## src/rtl/hanoi_mover.sv

```systemverilog
// hanoi_mover: produces the optimal Tower of Hanoi move sequence for an
// N-disk tower. Each move is presented on fr/to/disk under a valid/ready
// handshake. The block keeps mirror peg bitmaps so the game's pegs can be
// cross-checked against them.
module hanoi_mover #(
  parameter int N = 4
) (
  input  logic         clk,
  input  logic         rst,
  input  logic         start,
  output logic         mv_valid,
  input  logic         mv_ready,
  output logic [1:0]   fr,
  output logic [1:0]   to,
  output logic [2:0]   disk,
  output logic [N-1:0] move_cnt,
  output logic         busy,
  output logic         done,
  output logic [N-1:0] O1,
  output logic [N-1:0] O2,
  output logic [N-1:0] O3
);

  // k runs to 2^N, so it needs one bit more than the disk count.
  localparam int            KW     = N + 1;
  localparam logic [KW-1:0] K_LAST = {1'b0, {N{1'b1}}};

  typedef enum logic [1:0] {S_IDLE, S_CALC, S_SEND, S_DONE} state_t;

  state_t        state, state_nxt;
  logic [KW-1:0] k;
  logic [N-1:0]  peg     [3];
  logic [N-1:0]  peg_nxt [3];
  logic [N-1:0]  disk_mask;
  logic          go;
  logic          accept;

  // The reduction runs on the full k width; truncating first would give wrong pegs.
  function automatic logic [1:0] mod3(input logic [KW-1:0] v);
    logic [KW-1:0] r;
    r = v % KW'(3);
    return r[1:0];
  endfunction

  // The disk that moves at step k is the number of trailing zeros of k.
  function automatic logic [2:0] ctz(input logic [KW-1:0] v);
    logic [2:0] n;
    n = '0;
    for (int i = KW - 1; i >= 0; i--) begin
      if (v[i]) n = 3'(i);
    end
    return n;
  endfunction

  assign go        = (state == S_IDLE) && start;
  assign accept    = (state == S_SEND) && mv_ready;
  assign mv_valid  = (state == S_SEND);
  assign busy      = (state == S_CALC) || (state == S_SEND);
  assign done      = (state == S_DONE);
  assign disk_mask = N'(1) << disk;
  assign O1        = peg[0];
  assign O2        = peg[1];
  assign O3        = peg[2];

  // State register.
  always_ff @(posedge clk or negedge rst) begin
    // NOTE: clocked state uses non-blocking (<=) so all registers update together at the edge.
    if (!rst) state <= S_IDLE;
    else      state <= state_nxt;
  end

  // Next-state logic; start is looked at only in IDLE.
  always_comb begin
    // NOTE: the default assignment first means no path leaves state_nxt unassigned, so no latch.
    state_nxt = state;
    unique case (state)
      S_IDLE: if (start) state_nxt = S_CALC;
      S_CALC: state_nxt = S_SEND;
      S_SEND: if (mv_ready) state_nxt = (k == K_LAST) ? S_DONE : S_CALC;
      S_DONE: state_nxt = S_IDLE;
      default: state_nxt = S_IDLE;
    endcase
  end

  // Mirror pegs after the accepted move: take the disk off fr and put it on to.
  always_comb begin
    for (int p = 0; p < 3; p++) begin
      peg_nxt[p] = peg[p];
      if (accept && (fr == 2'(p))) peg_nxt[p] = peg_nxt[p] & ~disk_mask;
      if (accept && (to == 2'(p))) peg_nxt[p] = peg_nxt[p] | disk_mask;
    end
  end

  // Datapath: move counter, registered move, and mirror pegs.
  always_ff @(posedge clk or negedge rst) begin
    if (!rst) begin
      k        <= '0;
      fr       <= '0;
      to       <= '0;
      disk     <= '0;
      move_cnt <= '0;
      // NOTE: the three mirror pegs are plain flops, not RAM, so each one gets an explicit reset value.
      peg[0]   <= '1;
      peg[1]   <= '0;
      peg[2]   <= '0;
    end else begin
      if (go) begin
        k        <= KW'(1);
        move_cnt <= '0;
        peg[0]   <= '1;
        peg[1]   <= '0;
        peg[2]   <= '0;
      end else if (accept) begin
        k        <= k + KW'(1);
        move_cnt <= move_cnt + N'(1);
        peg[0]   <= peg_nxt[0];
        peg[1]   <= peg_nxt[1];
        peg[2]   <= peg_nxt[2];
      end
      if (state == S_CALC) begin
        fr   <= mod3(k & (k - KW'(1)));
        to   <= mod3((k | (k - KW'(1))) + KW'(1));
        disk <= ctz(k);
      end
    end
  end

endmodule
```

## config.mk

```make
export PLATFORM = sky130hd
export DESIGN_NAME = hanoi_mover
export DESIGN_NICKNAME = d
export VERILOG_FILES = /design/src/rtl/hanoi_mover.sv
export SDC_FILE = /design/constraint.sdc
export NUM_CORES = 1
export LEC_CHECK = 0
export ABC_AREA = 1
export CAP_MARGIN = 20
export CORE_UTILIZATION = 40
export DETAILED_ROUTE_END_ITERATION = 16
export PLACE_DENSITY_LB_ADDON = 0.3
export SLEW_MARGIN = 0
export SYNTH_ARGS = -nofsm -noshare
export SYNTH_HDL_FRONTEND = slang
export SYNTH_SLANG_ARGS = --single-unit
```

## constraint.sdc

```tcl
create_clock -name clk -period 2.8 [get_ports clk]
set_input_delay 0.42 -clock clk [delete_from_list [all_inputs] [get_ports clk]]
set_output_delay 0.42 -clock clk [all_outputs]
set_load 0.1 [all_outputs]
```

; Word level (Yosys, flattened, before mapping)
; Cells that the tools add are included.
[totals]
elab_cells = 70
out_inout_bits = 26
inputBits = 4
regBits = 30
[classes]
bitwise_logic = 9
n_reduce_logical = 14
n_eq_ne = 10
div_mod_pow = 2
mux = 21
n_addsub = 4
shifts = 1
[ops]
columns = operator, count
row1 = $mux 4, 8
row2 = $mux 12, 2
row3 = $mux 3, 5
row4 = $and 4x4->4, 3
row5 = $or 4x4->4, 3
row6 = $add 5x1->5 const B, 2
row7 = $mod 5x2->5 const B, 2
row8 = $mux 5, 2
row9 = $eq 2x2->1 const B, 4
row10 = $logic_and 1x1->1, 8
row11 = $pmux 2 s4, 1
row12 = $eq 2x1->1 const B, 3
row13 = $logic_not 2->1, 3
row14 = $mux 2, 3
row15 = $and 5x5->5, 1
row16 = $eq 5x4->1 const B, 1
row17 = $or 5x5->5, 1
row18 = $sub 5x1->5 const B, 1
row19 = $add 4x1->4 const B, 1
row20 = $not 4->4, 1
row21 = $shl 1x3->4 const A, 1
row22 = $ne 2x1->1 const B, 1
row23 = $ne 2x2->1 const B, 1
row24 = $reduce_and 2->1, 1
row25 = 2 further kinds, 2

; Depth between registers and ports, before layout
; Gate-level depths: netlist (run 1).
[logic_depth]
ltp_word = 8
depth_mapped = 21
mapped_depth_nobuf = 21

; Worst setup path before layout (run 1)
; OpenSTA, ideal clock, no wires.
[synth_timing]
path_type = flip-flop to flip-flop
startpoint = register state[0]
endpoint = register peg (netlist bit O3[3])
path_buffers = 0
path_stages_with_launch = 9
setup_ns = 0.096
arrival_time_ns = 2.528
slack_ns = 0.176
required_ns = 2.704
synth_period_minus_slack_ns = 2.624
cell_sequence = dfrtp_1 > inv_1 > ha_1 > nand2_1 > nor3_1 > inv_1 > nand4_1 > nor2_1 > o31ai_1
[synth_via]
elab_chain_cells = 8
elab_cells_between_ends = 12
classes_between = eq/ne: 1 / mux: 4 / bitwise: 1 / reduce/logical: 6
[synth_rtl]
columns = item, line_no
row1 = from (decl), 30  ; state_t state, state_nxt;
row2 = from (signal assigned), 69  ; else state <= state_nxt;
row3 = $eq 2x2->1 (*), n/a
row4 = named net mv_valid, 11  ; output logic mv_valid,
row5 = $logic_and 1x1->1 (*), 56  ; assign accept = (state == S_SEND) && mv_ready;
row6 = $logic_and 1x1->1, 89  ; if (accept && (fr == 2'(p))) peg_nxt[p] = peg_nxt[p] & ~disk_mask;
row7 = $mux 4, 89
row8 = $or 4x4->4, 90  ; if (accept && (to == 2'(p))) peg_nxt[p] = peg_nxt[p] | disk_mask;
row9 = $mux 4, 90
row10 = $mux 12, 113  ; end else if (accept) begin
row11 = $mux 12, 107  ; if (go) begin
row12 = to (decl), 32  ; logic [N-1:0] peg [3];
; Mark *: on every way through the listed nets, which the timed path passes. The rest lies on a longest branch. The select of a mux whose other input is x is not followed.
; A chain may end at the register's enable or synchronous reset.

; Worst setup path in the final report (run 1)
[layout_timing]
startpoint = register k[0]
endpoint = register to[0]
[layout_via]
elab_chain_cells = 4
[layout_rtl]
columns = item, line_no
row1 = from (decl), 31  ; logic [KW-1:0] k;
row2 = from (signal assigned), 114  ; k <= k + KW'(1);
row3 = $sub 5x1->5, 122  ; to <= mod3((k | (k - KW'(1))) + KW'(1));
row4 = $or 5x5->5 (*), 122
row5 = $add 5x1->5 (*), 122
row6 = $mod 5x2->5 (*), 41  ; r = v % KW'(3);
row7 = to (signal assigned), 122
row8 = to (decl), 14  ; output logic [1:0] to,
; Every way passes the cells marked *; elsewhere a longest branch is shown, timed or not.

==> results of run 1 <==
## cell families after synthesis
logic type	Yosys count	share of synthesized area, %
buffers and inverters	41	7.75
AND/OR/NAND/NOR	109	26.9
AO/OA/AOI/OAI	58	17.6
adder cells (fa/ha/maj)	14	8.75
XOR/XNOR	2	1.25
flip-flops	30	37.7
## metal layers
layer	vias up	part of all wire (%)	GRT usage, %
met1	837	48	23.7
li1	929	-	-
met3	9	4.3	4.14
met2	41	47	29.4
met4	0	1.4	5.88
met5	-	0	0
## stage by stage
| stage | worst slack (ns) | util, % | hold slack (ns) | std cells | cell area, um^2 |
|---|---|---|---|---|---|
| detailed placement | 0.172 | 49.1 | 0.488 | 352 | 2330 |
| finish | 0.259 | 51.4 | 0.496 | 360 | 2440 |
| floorplan | 0.176 | - | 0.124 | 254 | 2000 |
| global route | 0.0324 | 51.4 | 0.530 | 360 | 2440 |
| CTS | 0.156 | 51.1 | 0.499 | 360 | 2430 |
| global placement | 0.293 | 49.1 | 0.479 | 352 | 2330 |
## worst paths after layout
check | startpoint | end | slack, ns
min reg2reg | move_cnt[2] | move_cnt[2] | 0.50
max reg2reg | k[0] | to[0] | 0.26
min in group asynchronous | rst | O3[1] | 0.51
min | move_cnt[2] | move_cnt[2] | 0.50
max in group asynchronous | rst | O1[2] | 1.97
max | k[0] | to[0] | 0.26
## state kept, by name, summed over array words and instances, names as in the netlist
signal	count
fr	2
move_cnt	4
k	5
O3	4
O1	4
O2	4
disk	3
to	2
state	2
## critical path: stages (launching register included)
cell and delay [ns]:
dfrtp_1 0.38, buf_4 0.16, ha_1 0.26, nor2_4 0.15, nand2_2 0.07, nand2_2 0.07, nand2_4 0.07, nor2_4 0.10
ha_1 0.21, nand2_2 0.10, nand4_1 0.16, nand2_1 0.09, ha_1 0.27, inv_1 0.05, nand2_1 0.04, nand2_1 0.05
nand2_1 0.04, nor2_1 0.08, nor2_1 0.04
## area by class of cell
class,instances,share of cell area [%]
Clock buffer,6,3.38
Clock inverter,2,0.512
Inverter,39,6.04
Multi-Input combinational cell,183,45.3
Sequential cell,30,30.9
Tap cell,67,3.43
Timing Repair Buffer,33,10.4
## what timing repair did
| action | CTS | global route |
|---|---|---|
| endpoints found under the setup margin | 0 | 2 |
| endpoints found under the hold margin | 0 | 0 |
| buffers inserted | 0 | 0 |
| gates resized for setup | 0 | 4 |
## layout by cell type (no fill, tap or decap), drive strengths merged, types with 6 or more instances in the layout
master,count
a21oi,17
buf,30
clkbuf,6
dfrtp,26
ha,14
inv,37
nand2,57
nand3,12
nor2,25
nor3,10
o211ai,6
o21ai,18
o22ai,8
==> impl_metrics.xml, run 1 <==
<?xml version="1.0" encoding="UTF-8"?>
<metrics>
  <group name="global_route">
    <metric name="initial_antenna_violation_count" unit="">0</metric>
    <metric name="grtUsageTotal" unit="%">18.0</metric>
    <metric name="grt_first_pass_wirelength" unit="mm">7.36</metric>
    <metric name="grt_start_max_net_pins" unit="">31</metric>
    <metric name="grt_remaining_overflow" unit="">0</metric>
    <metric name="vias_in_the_first_global_route" unit="">1655</metric>
  </group>
  <group name="synthesis">
    <metric name="synth_area_per_cell" unit="um^2">7.88</metric>
    <metric name="synth_async_sr_flop_share" unit="%">100</metric>
    <metric name="yosysWarningCount" unit="">0</metric>
    <metric name="synthCells" unit="">254</metric>
    <metric name="dominantRegCellSynth" unit="">dfrtp_1</metric>
    <metric name="synth_largest_type_area_fraction" unit="%">32.5</metric>
    <metric name="synth.top_cells.by_count" unit="">nand2_1 (44), inv_1 (34), dfrtp_1 (26), nor2_1 (17)</metric>
    <metric name="synth_sequential_area_ratio" unit="%">37.7</metric>
    <metric name="number_of_enable_flip_flop_cells_after_synthesis" unit="">0</metric>
    <metric name="mappedNetlistNets" unit="">272</metric>
    <metric name="synth.most_common_cell" unit="">nand2_1</metric>
    <metric name="netlist.top_cell.by_area" unit="">dfrtp_1</metric>
    <metric name="postSynthRegisterBits" unit="">30</metric>
    <metric name="netlist_area" unit="mm^2">0.00200</metric>
    <metric name="post_synth_num_cell_types" unit="">34</metric>
    <metric name="yosys-top-cells-area" unit="">dfrtp_1 (33%), ha_1 (8.8%), nand2_1 (8.3%), inv_1 (6.4%), dfstp_2 (5.3%)</metric>
  </group>
  <group name="critical_path">
    <metric name="setup.worst_path.start_class" unit="">flip-flop</metric>
    <metric name="timing.reg2reg.worst_path_depth" unit="">18</metric>
    <metric name="worstSetupEndpointType" unit="">flip-flop</metric>
    <metric name="worst-endpoint-arrival" unit="ns">2.72</metric>
    <metric name="required_time_of_the_critical_path" unit="ns">2.98</metric>
    <metric name="timing.critical_path.fanout_max" unit="">5</metric>
    <metric name="timing.setup.critical_path_class" unit="">flip-flop to flip-flop</metric>
  </group>
  <group name="clock_network">
    <metric name="cts-htree-levels" unit="">2</metric>
    <metric name="tritoncts" unit="">built</metric>
    <metric name="clock_tree.root_cell" unit="">clkbuf_8</metric>
    <metric name="cts_sink_cnt" unit="">30</metric>
    <metric name="cts_hold_buf" unit="">0</metric>
    <metric name="clkLatencyLatePin" unit="ns">0.29</metric>
    <metric name="cts-buffers-inserted" unit="">5</metric>
    <metric name="clk_transition_reported_paths" unit="ns">0.07</metric>
    <metric name="clk_path_buf_depth" unit="">2</metric>
  </group>
  <group name="drt">
    <metric name="wl_per_cell" unit="um">12.0</metric>
    <metric name="drt_first_iter_violations" unit="">92</metric>
    <metric name="route.final.wire_length" unit="mm">4.31</metric>
    <metric name="detail_route.drc_violations" unit="">0</metric>
    <metric name="viasPerCell" unit="">5.04</metric>
    <metric name="drt_pre_antenna_iters" unit="">4</metric>
    <metric name="num_vias" unit="">1816</metric>
    <metric name="final_antenna_net_count" unit="">0</metric>
  </group>
  <group name="placed_design">
    <metric name="numPortBuffers" unit="">29</metric>
    <metric name="hpwl" unit="mm">3.38</metric>
    <metric name="routability_congestion" unit="">0.823</metric>
  </group>
  <group name="finish">
    <metric name="fillCellCount" unit="">473</metric>
    <metric name="area_growth" unit="%">22.1</metric>
    <metric name="ratio_of_cells_with_drive_above_1_in_the_final_layout" unit="%">25.6</metric>
    <metric name="num_antenna_cells" unit="">0</metric>
    <metric name="final-seq-area" unit="um^2">756</metric>
    <metric name="multi_input_area" unit="mm^2">0.00111</metric>
    <metric name="finish.net_count" unit="">310</metric>
  </group>
  <group name="sta">
    <metric name="report.final.hold_viol_count" unit="">0</metric>
    <metric name="timing.slew.headroom" unit="%">68.1</metric>
    <metric name="tightestPinTransition" unit="ns">0.474</metric>
    <metric name="setup_viol" unit="">0</metric>
    <metric name="final.setup.tns" unit="ns">0</metric>
    <metric name="final_min_period_over_clock_period" unit="%">90.7</metric>
    <metric name="final-max-slew-violation-count" unit="">0</metric>
    <metric name="rsz0062_at_grt" unit="">no</metric>
    <metric name="fmaxAchievable" unit="MHz">394</metric>
    <metric name="period_minus_slack" unit="ns">2.54</metric>
    <metric name="skew" unit="ns">0.00737</metric>
  </group>
  <group name="floorplan">
    <metric name="core_area" unit="mm^2">0.00475</metric>
    <metric name="fp.dieW" unit="um">72.7</metric>
    <metric name="rows" unit="">25</metric>
    <metric name="die_footprint" unit="mm^2">0.00529</metric>
    <metric name="die_h" unit="um">72.7</metric>
    <metric name="initial_utilization" unit="%">42.1</metric>
    <metric name="top_level_ports" unit="">30</metric>
  </group>
  <group name="worst_hold_path">
    <metric name="min_delay_path_depth" unit="">1</metric>
    <metric name="min_path_type" unit="">flip-flop to flip-flop</metric>
  </group>
  <group name="run_status">
    <metric name="run_status" unit="">finished, final reports clean</metric>
  </group>
  <group name="flow_run">
    <metric name="max_cap_viol_count" unit="">0</metric>
  </group>
</metrics>
Power of run 1 is not shown: default switching activity piles up to over one toggle a cycle in this logic, so the estimate is an artifact.
==> run 2, diff against run 1 <==
Settings changed: ABC_CLOCK_PERIOD_IN_PS set to 2800, HOLD_SLACK_MARGIN set to 0.15.
==> results of run 2 <==
No change in the layout: final DEF, timing and power equal those of run 1.
Power of run 2 is left out for the same reason.
==> run 3, diff against run 2 <==
Settings changed: HOLD_SLACK_MARGIN 0.15 to unset.
==> results of run 3 <==
No change in the layout: final DEF, timing and power equal those of run 1.
Power of run 3 is left out for the same reason.
